[config.mk]
export PLATFORM = sky130hd
export DESIGN_NAME = cpu_trace_monitor
export DESIGN_NICKNAME = d
export VERILOG_FILES = /design/src/rtl/cpu_trace_monitor.sv
export SDC_FILE = /design/constraint.sdc
export NUM_CORES = 1
export LEC_CHECK = 0
export BUFFER_PORTS_ARGS = -buffer_cell sky130_fd_sc_hd__buf_2
export CAP_MARGIN = 20
export CORE_MARGIN = 2
export CORE_UTILIZATION = 43
export CTS_CLUSTER_SIZE = 16
export DETAILED_ROUTE_END_ITERATION = 8
export HOLD_SLACK_MARGIN = 0.12
export PLACE_DENSITY_LB_ADDON = 0.15
export SETUP_SLACK_MARGIN = 0.02
export SLEW_MARGIN = 20
export SYNTH_ARGS = -nofsm -noshare
export SYNTH_HDL_FRONTEND = slang
export SYNTH_SLANG_ARGS = --single-unit
[constraint.sdc]
create_clock -name clk -period 14.4 [get_ports clk]
set_input_delay 2.16 -clock clk [delete_from_list [all_inputs] [get_ports clk]]
set_output_delay 2.16 -clock clk [all_outputs]
set_load 0.005 [all_outputs]
[src/rtl/cpu_trace_monitor.sv]
// Passive retirement tracer for the multi-cycle CPU debug bus: captures {pc, inst, writeback}
// per retired instruction into a show-ahead FIFO, with cycle/retire/drop counters and halt detect.
module cpu_trace_monitor #(
  parameter int         DEPTH   = 8,
  parameter logic [2:0] Q_IF    = 3'b000,
  parameter logic [2:0] Q_ID    = 3'b001,
  parameter logic [5:0] HALT_OP = 6'b111111
) (
  input  logic        clk,
  input  logic        rst_n,
  input  logic [31:0] pc,
  input  logic [31:0] inst,
  input  logic [2:0]  q,
  input  logic        RegWre,
  input  logic [31:0] ALUout,
  output logic        tr_valid,
  input  logic        tr_ready,
  output logic [31:0] tr_pc,
  output logic [31:0] tr_inst,
  output logic        tr_wb,
  output logic [31:0] tr_wbval,
  output logic [31:0] cycle_cnt,
  output logic [31:0] retire_cnt,
  output logic [7:0]  drop_cnt,
  output logic        overflow,
  output logic        halted,
  output logic [1:0]  state_o
);
  localparam int AW = $clog2(DEPTH);

  typedef enum logic [1:0] {S_IDLE = 2'd0, S_RUN = 2'd1, S_HALT = 2'd2} state_t;

  state_t state_q, state_d;
  logic   running;

  logic [2:0]  q_prev_q;
  logic        id_seen_q;
  logic [31:0] cap_pc_q, cap_inst_q, cap_wbval_q;
  logic        cap_wb_q;
  logic [31:0] cycle_cnt_q, retire_cnt_q;
  logic [7:0]  drop_cnt_q;
  logic        overflow_q;

  logic [96:0] mem_q [DEPTH];
  logic [AW:0] wr_ptr_q, rd_ptr_q;
  logic [96:0] head;
  logic        empty, full, pop, push_ok, drop, retire, is_halt;

  // A retirement is the Q_IF entry edge that follows a decode capture.
  assign retire  = running && (q_prev_q != Q_IF) && (q == Q_IF) && id_seen_q;
  assign is_halt = (cap_inst_q[31:26] == HALT_OP);

  always_ff @(posedge clk) begin
    if (!rst_n) state_q <= S_IDLE;
    else        state_q <= state_d;
  end

  always_comb begin
    state_d = state_q;
    case (state_q)
      S_IDLE:  if (q == Q_IF) state_d = S_RUN;
      S_RUN:   if (retire && is_halt) state_d = S_HALT;
      S_HALT:  state_d = S_HALT;
      default: state_d = S_IDLE;
    endcase
  end

  always_comb begin
    running = (state_q == S_RUN);
    halted  = (state_q == S_HALT);
    state_o = state_q;
  end

  always_ff @(posedge clk) begin
    if (!rst_n) begin
      q_prev_q    <= '0;
      id_seen_q   <= 1'b0;
      cap_pc_q    <= '0;
      cap_inst_q  <= '0;
      cap_wb_q    <= 1'b0;
      cap_wbval_q <= '0;
    end else begin
      q_prev_q <= q;
      if (running) begin
        if (retire) id_seen_q <= 1'b0;
        if (q == Q_ID) begin
          cap_pc_q    <= pc;
          cap_inst_q  <= inst;
          cap_wb_q    <= 1'b0;
          cap_wbval_q <= '0;
          id_seen_q   <= 1'b1;
        end
        // Later writes overwrite earlier ones; only the final writeback is recorded.
        if (RegWre && (q != Q_IF)) begin
          cap_wb_q    <= 1'b1;
          cap_wbval_q <= ALUout;
        end
      end
    end
  end

  // Valid/ready: a record transfers on any edge where tr_valid && tr_ready; tr_* hold while
  // tr_valid && !tr_ready. A push into a full FIFO only succeeds if the head pops that cycle.
  assign empty   = (wr_ptr_q == rd_ptr_q);
  assign full    = (wr_ptr_q[AW] != rd_ptr_q[AW]) && (wr_ptr_q[AW-1:0] == rd_ptr_q[AW-1:0]);
  assign pop     = !empty && tr_ready;
  assign push_ok = retire && (!full || pop);
  assign drop    = retire && full && !pop;
  assign head    = mem_q[rd_ptr_q[AW-1:0]];

  always_ff @(posedge clk) begin
    if (push_ok) mem_q[wr_ptr_q[AW-1:0]] <= {cap_pc_q, cap_inst_q, cap_wb_q, cap_wbval_q};
  end

  always_ff @(posedge clk) begin
    if (!rst_n) begin
      wr_ptr_q     <= '0;
      rd_ptr_q     <= '0;
      cycle_cnt_q  <= '0;
      retire_cnt_q <= '0;
      drop_cnt_q   <= '0;
      overflow_q   <= 1'b0;
    end else begin
      if (push_ok) wr_ptr_q <= wr_ptr_q + {{AW{1'b0}}, 1'b1};
      if (pop)     rd_ptr_q <= rd_ptr_q + {{AW{1'b0}}, 1'b1};
      if (running) cycle_cnt_q <= cycle_cnt_q + 32'd1;
      if (retire)  retire_cnt_q <= retire_cnt_q + 32'd1;
      if (drop) begin
        overflow_q <= 1'b1;
        if (drop_cnt_q != 8'hFF) drop_cnt_q <= drop_cnt_q + 8'd1;
      end
    end
  end

  assign tr_valid   = !empty;
  assign tr_pc      = tr_valid ? head[96:65] : 32'd0;
  assign tr_inst    = tr_valid ? head[64:33] : 32'd0;
  assign tr_wb      = tr_valid ? head[32]    : 1'b0;
  assign tr_wbval   = tr_valid ? head[31:0]  : 32'd0;
  assign cycle_cnt  = cycle_cnt_q;
  assign retire_cnt = retire_cnt_q;
  assign drop_cnt   = drop_cnt_q;
  assign overflow   = overflow_q;
endmodule

* Word level (Yosys, flattened, before mapping)
Memory sizes are Yosys's and may differ from the RTL's. A register that Yosys moved wholly into a read port is not among the register bits.
Index checks and enable logic that the tools add are counted.
W data, S select, Z words.
** Storage, ports and cells
- Bits in registers :: 184
- RAM bits :: 776
- Logic and storage cells :: 71
- Memories :: 1
** Memories
- mem_q :: depth 8, width 97, read ports 1, clocked after memory_dff 1, write ports 1, line 44 : logic [96:0] mem_q [DEPTH];
** Cells by class
- $add $sub $neg :: 5
- Eq/ne operators :: 10
- Mux-type cells :: 17
- Reductions and logical operators :: 25
** Operators by type and width (count)
- $mux W32 :: 5
- $add A32 B1 Y32 const B :: 2
- $logic_and A1 B1 Y1 :: 10
- $reduce_and A2 Y1 :: 5
- $add A4 B1 Y4 const B :: 2
- $add A8 B1 Y8 const B :: 1
- $ne A8 B8 Y1 const B :: 1
- $mux W1 :: 7
- $eq A6 B6 Y1 const B :: 1
- $mux W3 :: 2
- $pmux W2 S3 :: 1
- $reduce_bool A3 Y1 :: 2
- $eq A4 B4 Y1 :: 1
- $mux W2 :: 2
- $reduce_bool A2 Y1 :: 2
- $eq A3 B1 Y1 const B :: 1
- $eq A3 B3 Y1 :: 1
- $logic_not A1 Y1 :: 3
- $logic_not A3 Y1 :: 1
- $eq A2 B1 Y1 const B :: 1
- $eq A2 B2 Y1 const B :: 1
- $logic_not A2 Y1 :: 1
- $ne A2 B1 Y1 const B :: 1
- $ne A2 B2 Y1 const B :: 1
- 2 further kinds :: 2

* Longest topological paths before layout
Gate-level depths: netlist (run 1).
- Depth after elaboration :: 7
- Mapped depth :: 10

* Worst setup path before layout (run 1)
Ideal clock, no wire load.
- Path kind :: input-to-reg
- From :: input port q[2]
- To :: memory mem_q[4][0] (enable)
- Arrival :: 12.780 ns
- Path slack :: 0.793 ns
- Stages on the path :: 5
- Cell sequence :: nor3b_4 -> and3_1 -> buf_4 -> nand2_1 -> nor4b_1
** Between the ends
- Word-level cells in the longest chain between the ends :: 6
** RTL lines
- from (decl) :: line 13 : input logic [2:0] q,
- $logic_not A3 Y1 :: line 50 : assign retire = running && (q_prev_q != Q_IF) && (q == Q_IF) && id_seen_q;
- $logic_and A1 B1 Y1 (2 in series) :: line 50
- $logic_and A1 B1 Y1 :: line 107 : assign push_ok = retire && (!full || pop);
- $mux W1 :: line 112 : if (push_ok) mem_q[wr_ptr_q[AW-1:0]] <= {cap_pc_q, cap_inst_q, cap_wb_q, cap_wbval_q};
- $mux W1 (implied by the code) :: line 112
- to (decl) :: line 44
Every way passes these cells.

==> qor.csv, run 1 <==
stage;metric;value;unit
timing;Worst Clk Skew;0.0279;ns
cells_and_area;synth-to-layout area growth;16.7;%
grt;first-pass GRT wire length;131;mm
status;status;complete, no violations;
routing;DR WL/cell;23.7;microns
die;starting density of the core;43.3;%
synthesis;warnings from Yosys;0;
synthesis;Synth area leaders;edfxtp_1 (63%), mux4_2 (12%), dfxtp_1 (10%), mux2i_1 (3.0%), nor2_1 (1.9%);
synthesis;Yosys reg bits;963;
setup_path;slowest CP cell;dfxtp_4;
clocking;Clock Latency Late Sink;0.67;ns
synthesis;EDFF count, synth;776;
cells_and_area;layout cells sized above 1;27.6;%
synthesis;Top FF cell, synth;edfxtp_1;
grt;antenna violations before repair;13;
setup_path;worst-path maximum fanout;67;
setup_path;crit-path most repeated cell;buf_4;
placed_design;dpl cell area;0.0395;sq mm
timing;Worst slew margin;26.6;%
setup_path;crit end category;output port;
die;Horiz. Die Dim;297;microns
power;P per Cell Area;137;mW/mm^2
clocking;Post-CTS Resized;0;
synthesis;Post-synth top cells;edfxtp_1 (776), mux4_2 (194), nor2_1 (191), dfxtp_1 (187), nand2_1 (171);
cells_and_area;NumNets Final;2524;
power;Pwr Total;5.91;mW
routing;via count;19833;
grt;largest net degree at the start of global routing;113;
setup_path;Critical Path Start Type;flop;
synthesis;Mapped Cells;2118;
clocking;Sink Count;963;
synthesis;Yosys top cell area share;63.2;%
cells_and_area;fin area;0.0430;sq mm
timing;Tcrit/Tclk final;46.1;%
power;clock power share;45.7;%
timing;Final Slew Violations;0;
power;internal cell power;4.69;mW
grt;vias in the first global route;20714;
routing;drt first pass iters;5;
power;combinational power share;2.4;%
setup_path;WP data required;12.24;ns
timing;fmax;151;MHz
synthesis;Post-synth ARST share;0;%
routing;Residual DRC;0;
die;cell row count;107;
setup_path;crit path cell chain;buf_4 > buf_4 > mux4_2 > mux2i_1 > nor2_1 > buf_2;
routing;initial DRC count;1293;
timing;setup TNS;0;ns
clocking;Hold-fix buffers, CTS;0;
timing;slew at the pin with the worst max-slew slack;1.10;ns
clocking;CTS tree;yes;
routing;ANT nets after route;0;
setup_path;CP max stage delay;1.03;ns
synthesis;most numerous cell in the Yosys netlist;edfxtp_1;
power;switch share;20.7;%
min_path;Min-Delay Path Class;reg2reg;
clocking;clock buffer depth;3;
timing;RSZ-0062 raised after global routing;no;
cells_and_area;Finished Layout Cells;3649;
cells_and_area;Register Area;0.0271;sq mm
clocking;Worst-path clk slew;0.06;ns
synthesis;Yosys cell types;52;
placed_design;dpl hpwl;46.5;mm
placed_design;Port Buffers;276;
die;I/O Pins;277;
power;Sw Pwr;1.22;mW
synthesis;Seq/Total Area, Yosys;73.4;%
routing;Post-Route WL;86.4;mm
grt;GR Overflow Total;0;
cells_and_area;fillers;7019;
grt;gr usage total;19.7;%
clocking;total CTS buffers;103;
timing;final hold slack;0.460;ns
synthesis;Syn Std Cell Area;0.0368;sq mm
die;Die ar.;0.0880;sq mm
timing;post-route minimum period;6.64;ns
clocking;Clock Tree Root;clkbuf_16;
timing;# setup viols final;0;
setup_path;Worst EP arrival;4.48;ns
setup_path;type of the worst setup path;reg2out;
clocking;CTS HTree Levels;3;
timing;final-report hold violation count;0;
placed_design;GP Congestion;0.749;
power;worst vdd ir;0.0000956;V
flow_run;Max-Cap Viols;0;
power;static leakage;13.6;nW
synthesis;syn_nets;2230;
die;Die Y-Extent;297;microns
die;core region area;0.0850;sq mm
cells_and_area;multi-input logic area;0.00934;sq mm
power;Flop pwr share;52.0;%
clocking;postcts setup bufs;0;
routing;Via density;5.44;
synthesis;Syn Area/Cell;17.4;sq um
placed_design;placed insts;3451;
synthesis;Yosys top cell by area;edfxtp_1;
[metal layers]
metal  wire length, microns  vias up  track usage (%)
met1                  37100    10357             26.5
met5                     64        -                0
met2                  42800      497             32.6
li1                       -     8845                -
met4                   1370       12             4.85
met3                   4960      122             4.31
[per-stage QoR]
stage	util [%]	worst slack, ns
floorplan	-	0.793
CTS	50.6	7.53
detailed placement	46.5	8.26
global placement	46.5	8.24
global route	50.6	7.39
finish	50.6	7.76
[layout make-up]
cell class                      count  area share (%)
Clock buffer                      132            6.39
Antenna cell                        4          0.0233
Multi-Input combinational cell   1024            21.7
Tap cell                         1144            3.33
Clock inverter                     62            1.69
Sequential cell                   963            62.9
Inverter                           13           0.125
Timing Repair Buffer              307            3.78
[placed cells by master, fill, tap and decap left out, types with 22 or more instances in the layout]
cell	synthesis	final
a21oi_1	83	83
a22oi_1	32	32
buf_2	20	276
buf_4	2	30
clkbuf_1	71	25
clkbuf_16	0	105
clkinv_2	0	22
dfxtp_1	187	184
edfxtp_1	776	776
mux2i_1	112	112
mux4_2	194	194
nand2_1	171	170
nand3_1	28	28
nand4_1	22	22
nor2_1	191	190
xnor2_1	28	28
xor2_1	22	22
[sequential cells by signal, indices dropped and copies added, names as in the netlist, 2 cells and up, named ones only]
register,cells
mem_q,776
cap_inst_q,32
cap_pc_q,32
cap_wbval_q,32
cycle_cnt,32
retire_cnt,32
drop_cnt,8
rd_ptr_q,4
wr_ptr_q,4
q_prev_q,3
state_o,2
[worst paths after layout]
kind | slack (ns) | end | cells past startpoint | startpoint
min reg2reg | 0.46 | overflow | 2 | overflow
max | 7.76 | tr_wbval[0] | 6 | flop
min | 0.46 | overflow | 2 | overflow
max reg2reg | 9.97 | mem_q[4][2] | 8 | state_o[1]
[logic make-up after synthesis]
group,Yosys count,share of synthesized area [%]
adders and majority gates,9,0.306
DFF,963,73.4
AOI/OAI and AO/OA,143,2.33
buffers and inverters,131,1.42
and+or+nand+nor,516,6.45
muxes,306,14.9
xor gates and xnor gates,50,1.19
[worst max-delay path, delay by kind of cell, from the launching register on]
kind                   cells  cell delay, ns
and+or+nand+nor            1            0.08
muxes                      2            0.63
buffers and inverters      3            2.01
DFF                        1            1.03
[power groups by stage]
stage,Combinational [mW],Clock (mW),Sequential [mW]
after CTS,0.142,2.76,3.07
final,0.140,2.70,3.07
after detailed placement,0.142,0,3.13
after global routing,0.155,2.87,3.08
after floorplan,0.0835,0,3.12
after global placement,0.137,0,3.13
Note: power is estimated with default switching activity, not from simulation.
==> inputs of run 2 (changes only) <==
--- a/config.mk
+++ b/config.mk
@@ -5,6 +5,7 @@
 export SDC_FILE = /design/constraint.sdc
 export NUM_CORES = 1
 export LEC_CHECK = 0
+export ABC_AREA = 1
 export BUFFER_PORTS_ARGS = -buffer_cell sky130_fd_sc_hd__buf_2
 export CAP_MARGIN = 20
 export CORE_MARGIN = 2
==> constraint.sdc (replaced) <==
create_clock -name clk -period 6.2 [get_ports clk]
set_input_delay 0.93 -clock clk [delete_from_list [all_inputs] [get_ports clk]]
set_output_delay 0.93 -clock clk [all_outputs]
set_load 0.005 [all_outputs]
==> run 2 against run 1 <==
Against the previous run:
- sequential share of layout area decreased by 1.9 points
- setup slack got worse by 6.0 ns
- via count is 33% higher
- combinational power rose to 8.2 times the previous value
- final cell count is 36% higher
- critical path depth did not move
- sequential cell count did not move
- non-clock buffer count up 11
- sequential power up 130%
- register-to-register slack got worse by 7.2 ns
- critical endpoint is now tr_wbval[3]
- largest cell class unchanged
- largest power group unchanged
==> qor.csv, run 2 <==
stage;metric;value;unit;change
status;status;complete, no violations;;
synthesis;Yosys top cell by area;edfxtp_1;;
timing;Worst Clk Skew;0.0313;ns;+0.00339 ns
die;I/O Pins;277;;unchanged
timing;slew at the pin with the worst max-slew slack;1.13;ns;+0.0252 ns
die;Horiz. Die Dim;303;microns;+2.2%
timing;post-route minimum period;4.40;ns;
clocking;Clock Tree Root;clkbuf_16;;
routing;initial DRC count;2173;;+68%
synthesis;syn_nets;3613;;+62%
timing;RSZ-0062 raised after global routing;no;;
routing;Residual DRC;0;;unchanged
power;static leakage;15.1;nW;+11%
synthesis;Syn Std Cell Area;0.0385;sq mm;+4.5%
clocking;CTS tree;yes;;
placed_design;GP Congestion;0.817;;+9.0%
clocking;Sink Count;963;;unchanged
grt;gr usage total;21.4;%;+1.8 points
flow_run;Max-Cap Viols;0;;unchanged
setup_path;crit end category;output port;;
synthesis;most numerous cell in the Yosys netlist;nor2_1;;
cells_and_area;max FFs per register;776;;unchanged
clocking;Hold-fix buffers, CTS;0;;unchanged
cells_and_area;NumNets Final;3817;;+51%
routing;via count;26288;;+33%
setup_path;CP max stage delay;0.72;ns;-0.31 ns
grt;largest net degree at the start of global routing;189;;+67%
power;worst vdd ir;0.000217;V;+130%
die;Die Y-Extent;303;microns;+2.2%
setup_path;RR Startpoint;state_o[1];;
grt;GR Overflow Total;0;;unchanged
die;core region area;0.0885;sq mm;+4.1%
clocking;postcts setup bufs;0;;unchanged
setup_path;slowest CP cell;dfxtp_4;;
setup_path;WP data required;5.27;ns;-6.97 ns
die;cell row count;109;;+1.9%
cells_and_area;fillers;7938;;+13%
setup_path;Critical Path Start Type;flop;;
routing;Via density;5.30;;-2.5%
grt;vias in the first global route;24912;;+20%
timing;# setup viols final;0;;unchanged
clocking;total CTS buffers;104;;+0.97%
timing;Final Slew Violations;0;;unchanged
synthesis;Top FF cell, synth;edfxtp_1;;
routing;ANT nets after route;0;;unchanged
timing;Tcrit/Tclk final;70.9;%;
synthesis;EDFF count, synth;776;;unchanged
synthesis;Post-synth top cells;nor2_1 (948), edfxtp_1 (776), o21ai_0 (537), nand2_1 (228), dfxtp_1 (187);;
synthesis;Syn Area/Cell;11.0;sq um;-37%
timing;Worst slew margin;24.9;%;-1.7 points
cells_and_area;synth-to-layout area growth;15.1;%;
min_path;hold_sp;overflow;;
timing;fmax;227;MHz;
cells_and_area;most frequent cells in the layout;nor2_1 (948), edfxtp_1 (776), o21ai_0 (537), buf_2 (275), nand2_1 (228);;
power;P per Cell Area;326;mW/mm^2;+140%
placed_design;placed insts;4764;;+38%
clocking;Post-CTS Resized;0;;unchanged
die;starting density of the core;43.5;%;+0.16 points
clocking;Worst-path clk slew;0.05;ns;about the same
synthesis;Seq/Total Area, Yosys;70.2;%;-3.2 points
synthesis;Yosys reg bits;963;;unchanged
timing;final-report hold violation count;0;;unchanged
synthesis;Synth area leaders;edfxtp_1 (61%), dfxtp_1 (9.7%), nor2_1 (9.2%), o21ai_0 (7.0%), nand2_1 (2.2%);;
setup_path;worst-path maximum fanout;57;;-15%
synthesis;Post-synth ARST share;0;%;unchanged
synthesis;Yosys cell types;36;;-31%
setup_path;type of the worst setup path;reg2out;;
clocking;Clock Latency Late Sink;0.66;ns;about the same
placed_design;dpl hpwl;52.1;mm;+12%
routing;DR WL/cell;20.0;microns;-15%
routing;drt first pass iters;5;;unchanged
synthesis;Yosys top cell area share;60.5;%;-2.7 points
cells_and_area;layout cells sized above 1;13.5;%;-14 points
clocking;CTS HTree Levels;3;;unchanged
cells_and_area;commonest non-fill, non-tap cell in the layout;nor2_1;;
cells_and_area;final core utilization;50.0;%;-0.53 points
grt;first-pass GRT wire length;151;mm;+15%
placed_design;Port Buffers;276;;unchanged
die;Die ar.;0.0919;sq mm;+4.4%
grt;antenna violations before repair;6;;-7
routing;Post-Route WL;99.3;mm;+15%
cells_and_area;Finished Layout Cells;4962;;+36%
min_path;Min-Delay Path Class;reg2reg;;
cells_and_area;fin area;0.0443;sq mm;+3.0%
setup_path;Worst EP arrival;3.47;ns;-1.01 ns
synthesis;Mapped Cells;3501;;+65%
clocking;clock buffer depth;3;;unchanged
synthesis;warnings from Yosys;0;;unchanged
placed_design;dpl cell area;0.0409;sq mm;+3.4%
setup_path;crit path cell chain;inv_4 > buf_4 > nor2_1 > o21ai_0 > a31oi_1 > buf_2;;
run 2: changes by cell type in the layout (fill, tap and decap cells not counted), moves of 20 or more:
| cell | change |
|---|---|
| inv_1 | +73 |
| a22oi_1 | -32 |
| nor2_1 | +758 |
| mux4_2 | -194 |
| nand3_1 | +46 |
| o2111ai_1 | +32 |
| mux2i_1 | -112 |
| o21ai_1 | +137 |
| a31oi_1 | +99 |
| o21ai_0 | +526 |
| xnor2_1 | -20 |
| nand2_1 | +58 |
run 2: power by group:
part	internal, mW	leakage [nW]	switching (mW)
combinational	0.360	5.07	0.786
clock	3.65	1.68	2.48
sequential	7.05	8.37	0.132
run 2: logic make-up (layout without fill, tap and decap cells):
kind of cell / after synthesis / after routing / synth area share [%]
XOR/XNOR: 15 / 15 / 0.341
other: 0 / 1 / 0
flip-flops: 963 / 963 / 70.2
buffers and inverters: 313 / 608 / 3.45
AND/OR/NAND/NOR: 1309 / 1309 / 13.4
AO/OA/AOI/OAI: 892 / 892 / 12.3
adder cells (fa/ha/maj): 9 / 9 / 0.292
run 2: per-layer routing:
| layer | share of wire [%] | GRT usage [%] |
|---|---|---|
| met2 | 47 | 35.2 |
| met3 | 5.5 | 3.92 |
| met1 | 45 | 29.4 |
| met5 | 0.065 | 0 |
| met4 | 2.0 | 5.59 |
run 2: area by class of cell:
cell class | count | area, sq um | share of cell area (%)
Antenna cell | 1 | 2.50 | 0.00565
Clock buffer | 155 | 3060 | 6.90
Clock inverter | 42 | 374 | 0.845
Inverter | 93 | 364 | 0.822
Multi-Input combinational cell | 2225 | 10200 | 23.0
Sequential cell | 963 | 27100 | 61.1
Tap cell | 1165 | 1460 | 3.29
Timing Repair Buffer | 318 | 1800 | 4.06
run 2: worst paths after layout:
kind | to | slack (ns) | cells after the start
min | overflow | 0.47 | 2
max | tr_wbval[3] | 1.80 | 6
max reg2reg | cap_pc_q[28] | 2.76 | 8
min reg2reg | overflow | 0.47 | 2
run 2: critical path, delay by kind of cell (launching register included):
kind	cells	cell delay [ns]
simple gates	1	0.16
compound gates	2	0.67
flops	1	0.72
buf+inv	3	1.23
run 2: stage by stage:
| stage | total power, mW | TNS [ns] | hold slack (ns) | setup slack (ns) |
|---|---|---|---|---|
| 2_1_floorplan | 8.01 | -1885.77 | 0.440 | -2.78 |
| 3_3_place_gp | 8.48 | 0 | 0.448 | 2.32 |
| 3_5_place_dp | 8.48 | 0 | 0.458 | 2.27 |
| 4_1_cts | 14.6 | 0 | 0.477 | 1.73 |
| 5_1_grt | 15.0 | 0 | 0.497 | 1.63 |
| 6_report | 14.5 | 0 | 0.470 | 1.80 |
